===== config.mk =====
export PLATFORM = sky130hd
export DESIGN_NAME = vreg_writeback
export DESIGN_NICKNAME = d
export VERILOG_FILES = /design/src/rtl/vreg_writeback.sv
export SDC_FILE = /design/constraint.sdc
export NUM_CORES = 2
export LEC_CHECK = 0
export ABC_CLOCK_PERIOD_IN_PS = 4100
export BUFFER_PORTS_ARGS = -buffer_cell sky130_fd_sc_hd__buf_2
export CORE_AREA = 2 2 503 505
export CTS_CLUSTER_DIAMETER = 80
export DETAILED_ROUTE_END_ITERATION = 16
export DIE_AREA = 0 0 505 507
export PLACE_DENSITY = 0.45
export REMOVE_ABC_BUFFERS = 1
export SYNTH_ARGS = -nofsm -noshare
export SYNTH_HDL_FRONTEND = slang
export SYNTH_SLANG_ARGS = --single-unit

===== constraint.sdc =====
create_clock -name clk -period 4.1 [get_ports clk]
set_input_delay 0.205 -clock clk [delete_from_list [all_inputs] [get_ports clk]]
set_output_delay 0.205 -clock clk [all_outputs]
set_load 0.02 [all_outputs]

===== src/rtl/vreg_writeback.sv =====
// Vector register file write-back: accepts an aligned group of 1/2/4/8 results
// and retires them into the register file one register per clock.
//
// state   | meaning
// --------+-----------------------------------------------------------
// S_IDLE  | ready for a request; misaligned or reserved requests pulse wr_err
// S_WRITE | buffered group being written, one register per cycle
module vreg_writeback #(
    parameter int REG_W    = 32,
    parameter int NUM_REGS = 32
) (
    input  logic                      clk,
    input  logic                      rst,
    input  logic                      wr_valid,
    output logic                      wr_ready,
    input  logic [4:0]                wr_sel,
    input  logic [2:0]                wr_vlmul,
    input  logic [8*REG_W-1:0]        wr_data,
    output logic [REG_W*NUM_REGS-1:0] registers,
    output logic                      busy,
    output logic                      wr_done,
    output logic                      wr_err
);

    typedef enum logic {
        S_IDLE  = 1'b0,
        S_WRITE = 1'b1
    } state_t;

    state_t             r_state;
    state_t             w_state_nxt;

    logic [8*REG_W-1:0] r_buf;
    logic [4:0]         r_base;
    logic [2:0]         r_idx;
    logic [2:0]         r_last;
    logic               r_done;
    logic               r_err;
    logic [REG_W-1:0]   r_regs [NUM_REGS];

    logic [2:0]         w_align_mask;
    logic               w_req_ok;
    logic               w_accept;
    logic               w_last;
    logic               w_we;
    logic [4:0]         w_wr_reg;
    logic [REG_W-1:0]   w_wr_word;

    // The alignment mask doubles as N-1 for the group, so it is latched as r_last.
    always_comb begin
        w_align_mask = 3'd0;
        case (wr_vlmul)
            3'd0:    w_align_mask = 3'd0;
            3'd1:    w_align_mask = 3'd1;
            3'd2:    w_align_mask = 3'd3;
            3'd3:    w_align_mask = 3'd7;
            default: w_align_mask = 3'd0;
        endcase
    end

    assign w_req_ok = ~wr_vlmul[2] && ((wr_sel[2:0] & w_align_mask) == 3'd0);

    always_ff @(posedge clk) begin
        if (rst) begin
            r_state <= S_IDLE;
        end else begin
            r_state <= w_state_nxt;
        end
    end

    always_comb begin
        w_state_nxt = r_state;
        case (r_state)
            S_IDLE: begin
                if (w_accept && w_req_ok) begin
                    w_state_nxt = S_WRITE;
                end
            end
            S_WRITE: begin
                if (w_last) begin
                    w_state_nxt = S_IDLE;
                end
            end
            default: w_state_nxt = S_IDLE;
        endcase
    end

    always_comb begin
        wr_ready = (r_state == S_IDLE) && !rst;
        busy     = (r_state == S_WRITE);
        w_accept = wr_valid && wr_ready;
        w_we     = (r_state == S_WRITE);
        w_last   = w_we && (r_idx == r_last);
    end

    // Base is aligned to the group size, so base+idx never carries past the group.
    assign w_wr_reg  = r_base + {2'b00, r_idx};
    assign w_wr_word = r_buf[int'(r_idx)*REG_W +: REG_W];

    always_ff @(posedge clk) begin
        if (rst) begin
            r_buf  <= '0;
            r_base <= '0;
            r_idx  <= '0;
            r_last <= '0;
            r_done <= 1'b0;
            r_err  <= 1'b0;
            for (int k = 0; k < NUM_REGS; k++) begin
                r_regs[k] <= '0;
            end
        end else begin
            r_done <= w_last;
            r_err  <= w_accept && !w_req_ok;
            if (w_accept && w_req_ok) begin
                r_buf  <= wr_data;
                r_base <= wr_sel;
                r_last <= w_align_mask;
                r_idx  <= '0;
            end
            if (w_we) begin
                r_regs[w_wr_reg] <= w_wr_word;
                r_idx            <= r_idx + 3'd1;
            end
        end
    end

    assign wr_done = r_done;
    assign wr_err  = r_err;

    for (genvar k = 0; k < NUM_REGS; k++) begin : g_flat
        assign registers[k*REG_W +: REG_W] = r_regs[k];
    end

endmodule


==> flow_summary_export.csv <==
group,metric,value,unit
setup_path,criticalPathCategory,"reg2reg",
clocking,insertion_delay,0.80,ns
die,die_h,507,um
setup_path,cp-end-kind,"flip-flop",
routing,vias,36840,
flow_run,drv_cap,0,
global_route,top_usage_layer,"met2",
global_route,met1_usage,22.20,%
global_route,grt.total_usage,17.42,%
clocking,ctsResizeCount,0,
logic_synthesis,avgSynthCellArea,12.88,um^2
timing,skew,0.03449,ns
setup_path,critical_path_peak_fanout,32,
logic_synthesis,synthSimpleGateAreaFrac,14.70,%
die,die_width,505,um
die,rows,184,
die,io_pins,1295,
timing,relSlewSlack,28.30,%
logic_synthesis,synth_top_family_by_area,"simple AND/OR/NAND/NOR gates",
setup_path,startpoint_type,"flip-flop",
routing,drt_first_pass_iters,5,
logic_synthesis,synth_xor_area_share,0.1061,%
placement,dp.cells,8260,
logic_synthesis,synth_edf_count,1024,
global_route,grt_max_degree,132,
hold_path,hp-class,"in2reg",
die,die_area,256000,um^2
placement,dp_hpwl,160400,um
routing,drc,0,
die,coreArea,250500,um^2
finish,utilization,27.23,%
global_route,grt_pass1_vias,36290,
routing,avgRoutedWirePerCell,26.18,um
logic_synthesis,ys_seq_area_share,74.75,%
global_route,gr-usage-met2,28.09,%
setup_path,r2r-start,"r_idx[0]",
finish,fillerInstances,26240,
timing,fin_tns_setup,0,ns
routing,drt-total-wl,232300,um
timing,setup_viol,0,
global_route,grt_pass1_wl,308900,um
clocking,htreeDepth,4,
setup_path,worstSetupStartpoint,"r_idx[0]",
logic_synthesis,synthArstFlopShare,0,%
timing,fin_crit_sh,89.43,%
power,power.total,31.41,mW
power,leakagePower,25.58,nW
logic_synthesis,netlist_instances,3755,
logic_synthesis,synth_mux_area_share,3.642,%
routing,route.antenna.remaining_nets,0,
logic_synthesis,synth_area,48370,um^2
finish,ff_latch_area,36170,um^2
finish,drive_gt1_share,34.21,%
logic_synthesis,synth_cell_types,55,
routing,first_iter_violations,3751,
timing,rsz0062_at_grt,"false",
setup_path,arrival,4.09,ns
timing,finalMaxSlewViolations,0,
hold_path,hold_path.startpoint,"rst",
global_route,grt-ovfl-total,0,
logic_synthesis,yosys_warnings,0,
setup_path,required,4.53,ns
outcome,outcome,"complete, no violations",
placement,io_buffers,1294,
timing,max_freq,272.7,MHz
timing,worst_slew_pin_slew,1.075,ns
power,vdd_drop_max,0.0003403,V
timing,fin_hold_ws,0.1401,ns
die,start_util,19.31,%
finish,multi_input_area,11480,um^2
finish,stdcell_count,8873,
finish,area_delta_synth_final,41.01,%
placement,routabilityCongestion,0.8305,
finish,nNetsFinal,5611,
logic_synthesis,synth-compound-area-share,3.552,%
clocking,cts_tree,"yes",
timing,min_period,3.667,ns
logic_synthesis,ys_ff_latch,1294,
clocking,cts_inserted_buffers,156,
global_route,use_met3,4.769,%
routing,post_drt_via_cell_ratio,4.152,
logic_synthesis,synthAdderAreaFrac,0.1449,%
clocking,cts_root_buffer,"clkbuf_16",
clocking,cts_sinks,1294,
logic_synthesis,synthFlopType,"edfxtp_1",
global_route,antenna_found_initial,54,
clocking,cts_buffer_depth,3,
timing,hold_viol,0,
power,pwr_density_cell,460.5,nW/um^2
clocking,clkTransAtPathRegs,0.06,ns
## final timing paths
path | endpoint | slack [ns] | depth (start not counted)
min | r_buf[203] | 0.14 | 3
max | r_regs[30][27] | 0.43 | 9
min reg2reg | r_buf[133] | 0.45 | 2
max reg2reg | r_regs[30][27] | 0.43 | 9
## layer usage
metal	share of wire [%]	vias to the layer above
met4	3.6	6
met2	47	1910
met5	0.017	-
met3	8.4	312
met1	41	18510
li1	-	16100
## worst max-delay path, stage by stage (launching register included)
cell       delay [ns]
dfxtp_4          0.35
ha_1             0.22
fa_1             0.52
buf_4            0.17
nand4bb_1        0.13
buf_4            0.22
a211oi_1         0.74
nand3_2          0.36
nand2b_1         0.17
buf_4            0.39
## Yosys cell counts (all sizes together) (2+ instances only)
library cell / n / area share [%]
nor2: 1027 / 8.1
edfxtp: 1024 / 64
nand2: 526 / 4.1
a21oi: 271 / 2.8
dfxtp: 270 / 11
buf: 157 / 2.0
nand2b: 143 / 1.8
clkbuf: 140 / 1.1
mux4: 64 / 3.0
mux2i: 32 / 0.66
o21bai: 16 / 0.25
nand3: 12 / 0.13
o21ai: 10 / 0.12
o211ai: 6 / 0.11
a211oi: 4 / 0.088
ha: 4 / 0.10
inv: 4 / 0.031
nor4: 4 / 0.065
or2b: 4 / 0.062
xnor2: 4 / 0.088
and3: 3 / 0.039
nand3b: 3 / 0.047
nand4: 3 / 0.039
a311o: 2 / 0.041
nand4bb: 2 / 0.047
nor4bb: 2 / 0.041
o2111ai: 2 / 0.036
## state kept, by name, summed over array words and instances, names as in the netlist
signal	cells
wr_err	1
busy	1
r_buf	256
r_last	3
r_base	5
r_idx	3
wr_done	1
r_regs	1024
## placed cells by master, fill, tap and decap left out, types with 4 or more instances in the layout
cell	n
diode_2	59
nand3_2	6
nand2_1	526
clkbuf_1	34
a21oi_1	270
dlygate4sd3_1	269
buf_2	1293
dfxtp_1	267
nand2b_1	135
nor2_1	997
inv_8	10
mux2i_4	32
buf_4	108
clkbuf_8	6
ha_1	4
nor2_2	30
o21bai_4	16
o21ai_4	4
edfxtp_1	1024
o211ai_1	4
clkinv_2	22
clkbuf_16	160
clkinv_1	18
o21ai_2	5
nand2b_2	8
inv_6	8
buf_12	52
inv_1	4
clkinvlp_4	4
mux4_2	64
nand3_1	6
bufinv_16	13
## cell type report
type,instances,share of cell area [%]
Sequential cell,1294,53.02
Multi-Input combinational cell,2160,16.83
Timing Repair Buffer,1723,16.17
Clock buffer,201,6.189
Tap cell,3348,6.142
Clock inverter,84,1.409
Antenna cell,59,0.2165
Inverter,4,0.02201
## power by group
group / switching [mW] / leakage [nW] / total (mW) / internal, mW
clock: 5.98 / 2.53 / 14.2 / 8.20
sequential: 0.170 / 12.8 / 14.7 / 14.6
combinational: 1.73 / 10.3 / 2.51 / 0.776
total: 7.88 / 25.6 / 31.4 / 23.5
## cells by family (layout without fill, tap and decap cells)
logic type	count (synthesis)	after routing
flip-flops	1294	1294
adder cells (fa/ha/maj)	5	5
AND/OR/NAND/NOR	1738	1738
buffers and inverters	301	2012
AO/OA/AOI/OAI	316	316
other	0	59
multiplexers	96	96
XOR/XNOR	5	5
## what timing repair did
action / CTS / global route
buffers inserted: 0 / 0
endpoints found under the hold margin: 265 / 0
hold buffers: 269 / 0
## stage by stage
stage / area, um^2 / setup slack (ns)
after floorplan: 46880 / -5.944
after global placement: 60180 / 0.4121
after detailed placement: 60180 / 0.4367
after CTS: 68060 / 0.4081
after global routing: 68100 / 0.3335
final: 68210 / 0.4333
(Power assumes the default switching activity.)
